<file path="src/rtl/change_dispenser.sv">
// Greedy change payout (25/10/5) with empty-hopper fallback; pulse k lands in cycle 2+k*(GAP_CYCLES+2).
// Requests arriving while busy are dropped, not queued; all outputs decode from registered state.
module change_dispenser #(
    parameter int GAP_CYCLES = 4,
    parameter int AMT_W      = 8
) (
    input  logic             clk,
    input  logic             reset,
    input  logic             change_valid,
    input  logic [AMT_W-1:0] change_amount,
    input  logic             hopper_empty_25,
    input  logic             hopper_empty_10,
    input  logic             hopper_empty_5,
    output logic             eject_25,
    output logic             eject_10,
    output logic             eject_5,
    output logic             busy,
    output logic             done,
    output logic             short,
    output logic [AMT_W-1:0] leftover
);

    typedef enum logic [2:0] {
        IDLE,
        SELECT,
        PULSE,
        GAP,
        DONE
    } state_t;

    localparam logic [AMT_W-1:0] C25 = AMT_W'(25);
    localparam logic [AMT_W-1:0] C10 = AMT_W'(10);
    localparam logic [AMT_W-1:0] C5  = AMT_W'(5);
    localparam logic [7:0]       GAP_LOAD = 8'(GAP_CYCLES - 1);

    state_t           state;
    state_t           state_nxt;
    logic [AMT_W-1:0] remaining;
    logic [2:0]       coin;      // {quarter, dime, nickel}, one-hot while in PULSE
    logic [2:0]       pick;
    logic [AMT_W-1:0] coin_val;
    logic [7:0]       gap_cnt;

    always_comb begin
        pick = 3'b000;
        if (remaining >= C25 && !hopper_empty_25) begin
            pick = 3'b100;
        end else if (remaining >= C10 && !hopper_empty_10) begin
            pick = 3'b010;
        end else if (remaining >= C5 && !hopper_empty_5) begin
            pick = 3'b001;
        end
    end

    always_comb begin
        coin_val = '0;
        case (coin)
            3'b100:  coin_val = C25;
            3'b010:  coin_val = C10;
            3'b001:  coin_val = C5;
            default: coin_val = '0;
        endcase
    end

    always_ff @(posedge clk or negedge reset) begin
        if (!reset) begin
            state <= IDLE;
        end else begin
            state <= state_nxt;
        end
    end

    always_comb begin
        state_nxt = state;
        eject_25  = 1'b0;
        eject_10  = 1'b0;
        eject_5   = 1'b0;
        busy      = 1'b1;
        done      = 1'b0;
        short     = 1'b0;
        leftover  = '0;
        case (state)
            IDLE: begin
                busy = 1'b0;
                if (change_valid) state_nxt = SELECT;
            end
            SELECT: begin
                state_nxt = (pick != 3'b000) ? PULSE : DONE;
            end
            PULSE: begin
                {eject_25, eject_10, eject_5} = coin;
                state_nxt = GAP;
            end
            GAP: begin
                if (gap_cnt == 8'd0) state_nxt = SELECT;
            end
            DONE: begin
                done      = 1'b1;
                short     = (remaining != '0);
                leftover  = remaining;
                state_nxt = IDLE;
            end
            default: begin
                busy      = 1'b0;
                state_nxt = IDLE;
            end
        endcase
    end

    always_ff @(posedge clk or negedge reset) begin
        if (!reset) begin
            remaining <= '0;
            coin      <= 3'b000;
            gap_cnt   <= 8'd0;
        end else begin
            case (state)
                IDLE: begin
                    if (change_valid) remaining <= change_amount;
                end
                SELECT: begin
                    coin <= pick;
                end
                PULSE: begin
                    // pick guaranteed remaining >= coin, so this never wraps
                    remaining <= remaining - coin_val;
                    gap_cnt   <= GAP_LOAD;
                end
                GAP: begin
                    if (gap_cnt != 8'd0) gap_cnt <= gap_cnt - 8'd1;
                end
                default: begin
                end
            endcase
        end
    end

endmodule

</file>
<file path="config.mk">
export PLATFORM = sky130hd
export DESIGN_NAME = change_dispenser
export DESIGN_NICKNAME = d
export VERILOG_FILES = /design/src/rtl/change_dispenser.sv
export SDC_FILE = /design/constraint.sdc
export NUM_CORES = 1
export LEC_CHECK = 0
export BUFFER_PORTS_ARGS = -buffer_cell sky130_fd_sc_hd__buf_4
export CAP_MARGIN = 15
export CORE_ASPECT_RATIO = 0.9
export CORE_MARGIN = 1
export CORE_UTILIZATION = 48
export CTS_CLUSTER_DIAMETER = 80
export DETAILED_ROUTE_END_ITERATION = 6
export HOLD_SLACK_MARGIN = 0.02
export PLACE_DENSITY = 0.79
export SETUP_SLACK_MARGIN = 0.05
export SYNTH_ARGS = -nofsm -noshare
export SYNTH_HDL_FRONTEND = slang
export SYNTH_SLANG_ARGS = --single-unit
export TNS_END_PERCENT = 20
</file>
<file path="constraint.sdc">
create_clock -name clk -period 2 [get_ports clk]
set_input_delay 0.1 -clock clk [delete_from_list [all_inputs] [get_ports clk]]
set_output_delay 0.1 -clock clk [all_outputs]
set_load 0.1 [all_outputs]
</file>
**After elaboration in Yosys (flattened, before gate mapping)**

Index checks and enable logic that the tools add are counted.

- Logic and storage cells: 55
- Bits of input ports: 14
- Output and inout bits: 14
- Register bits after elaboration: 22

- Multiplexer cells: 19
- Add/subtract/negate cells: 2
- Reductions and logical operators: 17
- Eq/ne operators: 10
- $lt $le $gt $ge: 3

Operators with widths:

| cell | count |
|---|---|
| $pmux W8 S2 | 2 |
| $mux W8 | 3 |
| $reduce_bool A8 Y1 | 2 |
| $pmux W5 S3 | 1 |
| $mux W3 | 4 |
| $pmux W3 S4 | 1 |
| $eq A3 B2 Y1 const B | 3 |
| $ge A8 B3 Y1 const B | 1 |
| $ge A8 B4 Y1 const B | 1 |
| $ge A8 B5 Y1 const B | 1 |
| $logic_not A8 Y1 | 1 |
| $sub A8 B1 Y8 const B | 1 |
| $sub A8 B8 Y8 | 1 |
| $mux W1 | 7 |
| $eq A3 B1 Y1 const B | 2 |
| $eq A3 B3 Y1 const B | 2 |
| $ne A2 B2 Y1 const B | 3 |
| $reduce_and A2 Y1 | 3 |
| $reduce_bool A2 Y1 | 2 |
| $reduce_or A4 Y1 | 1 |
| $logic_and A1 B1 Y1 | 3 |
| $logic_not A1 Y1 | 3 |
| $logic_not A3 Y1 | 1 |
| $reduce_bool A3 Y1 | 1 |
| $mux W2 | 1 |

**Logic depth before layout (Yosys ltp)**

Gate-level depths: netlist of run 1.

- Depth in word-level cells: 8
- Depth in mapped cells: 10
- Mapped depth without buffers: 10

**Least setup slack after synthesis of run 1**

No wires, ideal clock.

- Path kind: register to output
- Start: reg state[1]
- End: out short
- Cell stages (with the launch flop): 5
- Path slack: -2075 ps
- Data arrival time: 3975 ps
- Path buffers: 1
- Required time: 1900 ps
- Cell sequence: dfrtp_1 -> buf_2 -> nor2_1 -> and2_1 -> a21boi_0

- Word-level cells in the longest chain between the ends: 2

Ends and longest elaborated chain:

| item | RTL line | RTL |
|---|---|---|
| start, declared | 36 | `state_t state;` |
| start signal, assigned | 69 | `state <= state_nxt;` |
| $eq A3 B3 Y1 | 82 | `case (state)` |
| $mux W1 | 82 |  |
| end, declared | 19 | `output logic short,` |

Every way passes these cells.

**Final worst setup path of run 1**

- Start: reg coin[1]
- End: reg remaining[6]

- Word-level cells in the longest chain between the ends: 4
- Elaborated cells on any way between the ends: 6
- Classes of those cells: 1 x add/sub; 3 x eq/ne; 2 x mux

Ends and longest elaborated chain:

| item | RTL line | RTL |
|---|---|---|
| start, declared | 39 | `logic [2:0] coin;` |
| start signal, assigned | 121 | `coin <= pick;` |
| $eq A3 B1 Y1, or another cell as far along | 57 | `case (coin)` |
| $pmux W5 S3 * | 57 |  |
| $sub A8 B8 Y8 * | 125 | `remaining <= remaining - coin_val;` |
| $pmux W8 S2 * | 116 | `case (state)` |
| end signal, assigned | 118 | `if (change_valid) remaining <= change_amount;` |
| end signal, assigned | 125 |  |
| end, declared | 38 | `logic [AMT_W-1:0] remaining;` |

Every way passes the cells marked *; elsewhere a longest branch is shown, timed or not.
A chain may end at the register's enable or synchronous reset.

==> run metrics, run 1 <==
synth warn 0; Startpoint Class flip-flop; Pins Over Slew Limit 0; core area about 2900 um^2; Min Hold Slack 0.01148 ns; antenna-violating nets left 0; GPL Wtd Cong ~0.83; wire per inst 15.44 um; post-place setup slack -0.07506 ns; Tightest Pin Transition around 0.48 ns; DIE AREA about 3400 um^2; final wirelength around 4.0 mm; CTS tree yes; Final setup viols 1; synthesis-stage register bit count 22; Initial Utilization 0.5280; cts bufs inserted 3; Post-Synthesis Cell Area ~1500 um^2; die width 61.13 um; # clock sinks 22; largest net degree at the start of global routing 23; Leak between 0.0009 and 0.001 uW; Via density approximately 5.8; worst skew pair latency slightly above 0.3 ns; Clock Tree Root clkbuf_4; Design Power between 3000 and 4000 uW; Reg2Reg Depth 10; Antenna Cells 0; share of layout cells above drive strength 1 0.3119; hold depth 3; 1st-iter DRT viols 94; H-tree depth 1; Ports 28; vias in the first global route 1,378; Total GRT Usage 0.2425; Post-layout nets roughly 240; dominant synthesized flop cell dfrtp_1; initial antenna violation count 0; commonest non-fill, non-tap cell in the layout buf_4; WP data arrival approximately 2.3 ns; data required time of the critical path around 2.2 ns; final worst setup slack -0.02965 ns; Final HPWL DP roughly 3.0 mm; Worst Clk Skew approximately 0.0064 ns; DRC 0; CP max FO 4; failing checks negative setup slack; commonest non-fill, non-tap cells in the layout buf_4 (43), dfrtp_1 (21), nor2_1 (17); distinct cell type count after synthesis 45; Worst Hold Class in -> reg; maximum vdd drop around 0.00084 V; Peak Freq 492.7 MHz; number of flops mapped to enable cells by yosys 0; Reg clk slew, reported paths ~0.13 ns; layout overhead on the synthesized area 31.48%; global-route wire length before repair ~6.2 mm; die height 55.22 um; Post-Synthesis Cells ~170; hold violation total from the final report 0; GRT overflow 0; clock buffer depth 2; register area share after synthesis 0.3645; Post-Syn Area per Cell just under 9 um^2; Mapped Nets 194; input/output buffers 27; Via Count roughly 1,500; Max Cap Viol 0; Slew HR 0.6779; RSZ-0062 raised after global routing yes; Final TNS setup -0.02965 ns; FP Rows 18; Final Cycle Share 1.015; crit path time final ~2.0 ns; Crit. End Element flip-flop; CP Class reg -> reg; FFs w/ async S/R, synth 1.000; drt pass-1 iters 4; power density cells about 1700 nW/um^2; status finished with violations
[power by group]
group | switching (uW) | internal (uW)
logic | 1270 | 970
clock network | 141 | 111
registers | 271 | 650
total | 1680 | 1730
[registers in the layout, indices dropped and copies added, names as in the netlist]
signal and flops:
coin 3, state 3, gap_cnt 8, remaining 8
[layer usage]
metal	GRT usage	vias up	share of wire
met2	0.3680	69	0.48
met1	0.3482	708	0.42
met4	0.05195	0	0.0093
met5	0	-	0
li1	-	712	-
met3	0.05621	4	0.091
[logic make-up (layout without fill, tap and decap cells)]
kind of cell             count (synthesis)  after routing  share of synthesized area
AND/OR/NAND/NOR                         73             73                     0.2552
AO/OA/AOI/OAI                           43             43                     0.1914
flip-flops                              22             22                     0.3645
buffers and inverters                   12             58                    0.03065
adder cells (fa/ha/maj)                  8              8                    0.07125
XOR/XNOR                                 8              8                    0.04640
multiplexers                             6              6                    0.04060
[cell usage after synthesis (3+ instances only)]
library cell / n / area share
nor3_1: 5 / 0.017
dfrtp_1: 22 / 0.36
ha_1: 7 / 0.058
nor2_1: 19 / 0.047
xor2_1: 5 / 0.029
o22ai_1: 4 / 0.017
nand2_1: 14 / 0.035
xnor2_1: 3 / 0.017
o21ai_1: 3 / 0.0099
a21oi_1: 11 / 0.036
or3_1: 3 / 0.012
inv_1: 8 / 0.020
o211ai_1: 5 / 0.025
nand3_1: 4 / 0.013
and3_1: 11 / 0.046
nor2b_1: 4 / 0.017
mux2i_1: 5 / 0.033
o21ai_0: 7 / 0.023
[repair_timing]
item | CTS | global route
gates cloned | 0 | 0
hold buffers | 2 | 0
resized for setup | 8 | 5
endpoints found under the hold margin | 23 | 0
setup endpoints to repair | 6 | 7
buffers inserted | 0 | 1
[stage by stage]
step                  util  std cells  area, um^2
floorplan                -        172        1530
global placement    0.6584        251        1883
detailed placement  0.6584        251        1883
CTS                 0.6859        257        1962
global route        0.6942        258        1986
finish              0.6942        258        1986
[area by class of cell]
cell class / count / area (um^2)
flip-flops and latches: 22 / 551.8
multi-input cells: 138 / 970.9
inverters: 9 / 33.78
well taps: 40 / 50.05
clock buffers: 4 / 36.28
repair buffers: 45 / 342.8
fillers: 214 / 874.6
[critical path: stages (launching register included)]
cell and delay [ns]:
dfrtp_1 0.45, nor2_2 0.17, nand2_1 0.09, nand2_1 0.07, ha_2 0.19, fa_2 0.22
nor2b_2 0.05, o31a_1 0.26, nor3_2 0.13, mux2i_1 0.22, a21oi_1 0.08
[path summary, 6_finish.rpt]
check / end / startpoint / slack, ns
min in group asynchronous: remaining[7] / reset / 0.21
min reg2reg: gap_cnt[0] / gap_cnt[0] / 0.54
min: remaining[5] / change_amount[5] / 0.01
max reg2reg: remaining[6] / coin[1] / -0.03
max in group asynchronous: remaining[5] / reset / 1.56
max: remaining[6] / coin[1] / -0.03
Power figures use the tool's default switching activity.
==> run 2, diff against run 1 <==
--- a/config.mk
+++ b/config.mk
@@ -15,6 +15,7 @@
 export HOLD_SLACK_MARGIN = 0.02
 export PLACE_DENSITY = 0.79
 export SETUP_SLACK_MARGIN = 0.05
+export SKIP_CTS_REPAIR_TIMING = 1
 export SYNTH_ARGS = -nofsm -noshare
 export SYNTH_HDL_FRONTEND = slang
 export SYNTH_SLANG_ARGS = --single-unit
==> run 2 against run 1 <==
Effect of this change: the flow finishes with violations (negative hold slack, negative setup slack); wire length fell by 1.3%; sequential power is 0.8% lower; setup slack improved by 0.013 ns; critical path depth did not move; fmax up 0.62%; die area is the same; largest power group unchanged.
==> run metrics, run 2 (same netlist as run 1, synthesis figures left out) <==
switching fraction of total power 0.4944; final worst setup slack -0.01705 ns; clock buffer depth 2; CP Class reg -> reg; failing checks negative hold slack, negative setup slack; CTS tree yes; Largest regs gap_cnt x8, remaining x8; commonest non-fill, non-tap cells in the layout buf_4 (43), dfrtp_1 (22), nor2_1 (17); Min Hold Slack -0.001422 ns; die width roughly 61 um; Peak Freq roughly 500 MHz; Max Cap Viol 0; GRT overflow 0; hold violation total from the final report 1; Total GRT Usage 0.2406; RSZ-0062 raised after global routing yes; final core occ 0.6890; final wirelength a little under 4 mm; maximum vdd drop roughly 0.00084 V; worst r2r src coin[1]; Startpoint Class flip-flop; RR Endpoint remaining[6]; Initial Utilization 0.5280; Pins Over Slew Limit 0; H-tree depth 1; Leak 0.0009580 uW; largest net degree at the start of global routing 23; core area ~2900 um^2; drt pass-1 iters 4; power density cells ~1700 nW/um^2; sequential share of power 0.269; clock share of power 0.075; WP data arrival 2.24 ns; Worst Hold Class in -> reg; Post-layout nets between 200 and 250; P_int between 1500 and 2000 uW; Final setup viols 2; vias in the first global route roughly 1,400; DRC 0; # clock sinks 22; commonest non-fill, non-tap cell in the layout buf_4; Antenna Cells 0; data required time of the critical path ~2.2 ns; wire per inst 15.30 um; Reg clk slew, reported paths roughly 0.13 ns; CP max FO 4; Slew HR 0.6774; GPL Wtd Cong 0.8290; Tightest Pin Transition ~0.48 ns; Ports 28; post-place setup slack -0.07506 ns; die height roughly 55 um; status finished with violations; Design Power ~3400 uW; 1st-iter DRT viols between 80 and 90; Crit. Startpoint coin[1]; antenna-violating nets left 0; input/output buffers 27; share of layout cells above drive strength 1 0.3041; Final Cycle Share 1.009; Worst R2R Setup Slack -0.02 ns; Via density 5.759; crit path time final 2.017 ns; Reg2Reg Depth 10; Crit. End Element flip-flop; worst skew pair latency about 0.32 ns; layout overhead on the synthesized area 30.49%; Final HPWL DP 2.977 mm; worst setup path end remaining[6]; global-route wire length before repair ~6.2 mm; combinational power share 0.657; Worst Clk Skew between 0.008 and 0.009 ns; Clock Tree Root clkbuf_4; cts bufs inserted 3; Via Count approximately 1,500; switching pwr roughly 1700 uW; FP Rows 18; initial antenna violation count 0; DIE AREA 3375 um^2
-- run 2: cell count changes in the layout (fill, tap and decap cells not counted) --
cell / before / now
dlygate4sd3_1: 2 / 1
dfrtp_1: 21 / 22
or4_4: 1 / 0
dfrtp_2: 1 / 0
or4_1: 1 / 2
-- run 2: how the worst min path moves through the flow --
stage                         to  depth (start not counted)        startpoint
floorplan                coin[0]                          0             reset
global placement    remaining[5]                          1             reset
detailed placement  remaining[7]                          1             reset
CTS                 remaining[7]                          1             reset
global route        remaining[7]                          3  change_amount[7]
finish              remaining[7]                          3  change_amount[7]
-- run 2: through the flow --
step	instances	hold slack [ns]	TNS, ns	area (um^2)
global route	257	0.02274	-0.4439	1971
finish	257	-0.001422	-0.02086	1971
global placement	251	0.002005	0	1883
floorplan	172	-0.1956	-0.2958	1530
CTS	255	-0.3488	-0.2324	1919
detailed placement	251	0.002129	-0.1527	1883
-- run 2: critical path, cell delays in order, from the launching register on --
cell and delay [ns]:
dfrtp_1 0.45, nor2_2 0.17, nand2_1 0.09, nand2_1 0.07, ha_2 0.19, fa_2 0.22, nor2b_2 0.05, o31a_1 0.26
nor3_2 0.13, mux2i_1 0.22, a21oi_1 0.08
-- run 2: power groups by stage --
stage	Clock (uW)	Combinational, uW	Sequential [uW]
finish	254	2230	914
global route	274	2460	938
CTS	253	2090	893
detailed placement	0	2070	905
global placement	0	2000	884
floorplan	0	1490	868
-- run 2: area by class of cell --
cell class	count	area (um^2)
Sequential cell	22	550.5
Tap cell	40	50.05
Inverter	9	33.78
Multi-Input combinational cell	138	967.2
Timing Repair Buffer	44	332.8
Fill cell	220	889.6
Clock buffer	4	36.28
-- run 2: routing by layer --
metal | up-vias | routed length [um] | GRT usage
li1 | 707 | - | -
met1 | 708 | 1682 | 0.3482
met2 | 60 | 1879 | 0.3618
met3 | 5 | 330 | 0.05621
met4 | 0 | 40 | 0.05195
met5 | - | 0 | 0
==> run 3, diff against run 2 <==
--- a/config.mk
+++ b/config.mk
@@ -8,12 +8,11 @@
 export BUFFER_PORTS_ARGS = -buffer_cell sky130_fd_sc_hd__buf_4
 export CAP_MARGIN = 15
 export CORE_ASPECT_RATIO = 0.9
-export CORE_MARGIN = 1
-export CORE_UTILIZATION = 48
+export CORE_UTILIZATION = 50
 export CTS_CLUSTER_DIAMETER = 80
 export DETAILED_ROUTE_END_ITERATION = 6
 export HOLD_SLACK_MARGIN = 0.02
-export PLACE_DENSITY = 0.79
+export PLACE_DENSITY = 0.82
 export SETUP_SLACK_MARGIN = 0.05
 export SKIP_CTS_REPAIR_TIMING = 1
 export SYNTH_ARGS = -nofsm -noshare
==> run 3 against run 2 <==
Effect of this change: the run still ends with negative hold slack, negative setup slack left; wire length grew 6.4%; worst hold slack got worse by 0.0081 ns; design area increased by 2.9%; fmax decreased by 3.2%; critical path depth stayed put; setup slack worse by 0.066 ns; non-clock buffer count increased by 5; sequential cell count stayed put; clock power increased by 37%; critical path type unchanged; largest power group unchanged.
==> run metrics, run 3 (same netlist as run 1, synthesis figures left out) <==
placed cell count roughly 260; DRC 0; power density cells 1781 nW/um^2; Largest regs gap_cnt x8, remaining x8; global-route wire length before repair roughly 6.6 mm; DIE AREA between 3000 and 4000 um^2; CP Class reg -> reg; final wirelength around 4.2 mm; CP max-delay cell dfrtp_1; Clock Tree Root clkbuf_4; hold depth 3; Final setup viols 3; Reg clk slew, reported paths ~0.13 ns; hold violation total from the final report 1; most used cell, CP nand2_1; Min Hold Slack -0.009550 ns; share of layout cells above drive strength 1 0.3243; die height roughly 54 um; worst skew pair latency between 0.3 and 0.4 ns; largest net degree at the start of global routing 23; Crit. End Element flip-flop; crit path time final roughly 2.1 ns; CP max FO 4; Final TNS setup -0.08462 ns; maximum vdd drop 0.001176 V; Via Count between 1,500 and 2,000; Final Cycle Share 1.042; Non-Filler Instances around 260; Total GRT Usage 0.2771; critical-path cell list nor2_1 > nand2_1 > nand2_1 > ha_2 > fa_2 > nor2b_2 > o31a_1 > nor3_2 > mux2i_1 > a21oi_1; Tightest Pin Transition roughly 0.49 ns; wire per inst roughly 16 um; die width between 50 and 60 um; status finished with violations; failing checks negative hold slack, negative setup slack; vias in the first global route between 1,000 and 1,500; CP max stage delay around 0.46 ns; layout overhead on the synthesized area 34.22%; input/output buffers 27; Antenna Cells 0; GRT overflow 0; Post-layout nets 245; commonest non-fill, non-tap cell in the layout buf_4; Startpoint Class flip-flop; Initial Utilization 0.5364; initial antenna violation count 0; H-tree depth 1; Slew HR 0.6718; clock buffer depth 2; antenna-violating nets left 0; 1st-iter DRT viols 55; commonest non-fill, non-tap cells in the layout buf_4 (47), dfrtp_1 (21), nor2_1 (17); Pins Over Slew Limit 0; Worst Clk Skew 0.01005 ns; drt pass-1 iters 4; Worst Hold Class in -> reg; CTS tree yes; # clock sinks 22; final core occ 0.7200; core area about 2800 um^2; Leak just under 0.001 uW; post-place setup slack -0.07395 ns; cts bufs inserted 3; Ports 28; data required time of the critical path ~2.2 ns; Final HPWL DP 3.169 mm; Reg2Reg Depth 10; WP data arrival about 2.3 ns; RSZ-0062 raised after global routing yes; Via density 5.855; Peak Freq roughly 480 MHz; GPL Wtd Cong 0.9381; FP Rows 18; Max Cap Viol 0; final worst setup slack -0.08323 ns
run 3: final cells by class:
class / count / area [um^2]
Timing Repair Buffer: 49 / 372.9
Inverter: 9 / 33.78
Sequential cell: 22 / 551.8
Multi-Input combinational cell: 138 / 965.9
Clock buffer: 3 / 22.52
Fill cell: 204 / 788.3
Tap cell: 40 / 50.05
Clock inverter: 1 / 30.03
run 3: layer usage:
layer / up-vias / routed length (um) / track usage / share of wire
met2: 57 / 2087 / 0.4815 / 0.50
met5: - / 0 / 0 / 0
met4: 0 / 73 / 0.1085 / 0.017
li1: 725 / - / - / -
met3: 11 / 251 / 0.06971 / 0.060
met1: 741 / 1771 / 0.3289 / 0.42
run 3: critical path: cells and delay by family (launching register included):
family | cells | cell delay (ns)
and+or+nand+nor | 5 | 0.56
DFF | 1 | 0.46
adders and majority gates | 2 | 0.42
AOI/OAI and AO/OA | 2 | 0.35
muxes | 1 | 0.21
run 3: stage by stage:
step                      hold WS [ns]  area (um^2)  power [uW]
after floorplan                -0.1956         1530        2359
after global placement        0.003748         1913        2966
after detailed placement      0.004902         1913        3105
after CTS                      -0.3586         1966        3463
after global routing           0.02072         2027        3870
final                        -0.009550         2027        3611
run 3: path summary, 6_finish.rpt:
check | start | to | slack, ns
min reg2reg | gap_cnt[0] | gap_cnt[0] | 0.52
max in group asynchronous | reset | coin[2] | 1.57
min in group asynchronous | reset | remaining[3] | 0.18
max | coin[1] | remaining[6] | -0.08
min | change_amount[7] | remaining[7] | -0.01
max reg2reg | coin[1] | remaining[6] | -0.08
run 3: report_power, final:
part	internal [uW]	leakage, uW	total (uW)	switching (uW)
Sequential	650	0.000269	910	261
Combinational	1020	0.000687	2350	1330
Clock	203	0.0000279	349	146
Total	1870	0.000984	3610	1740
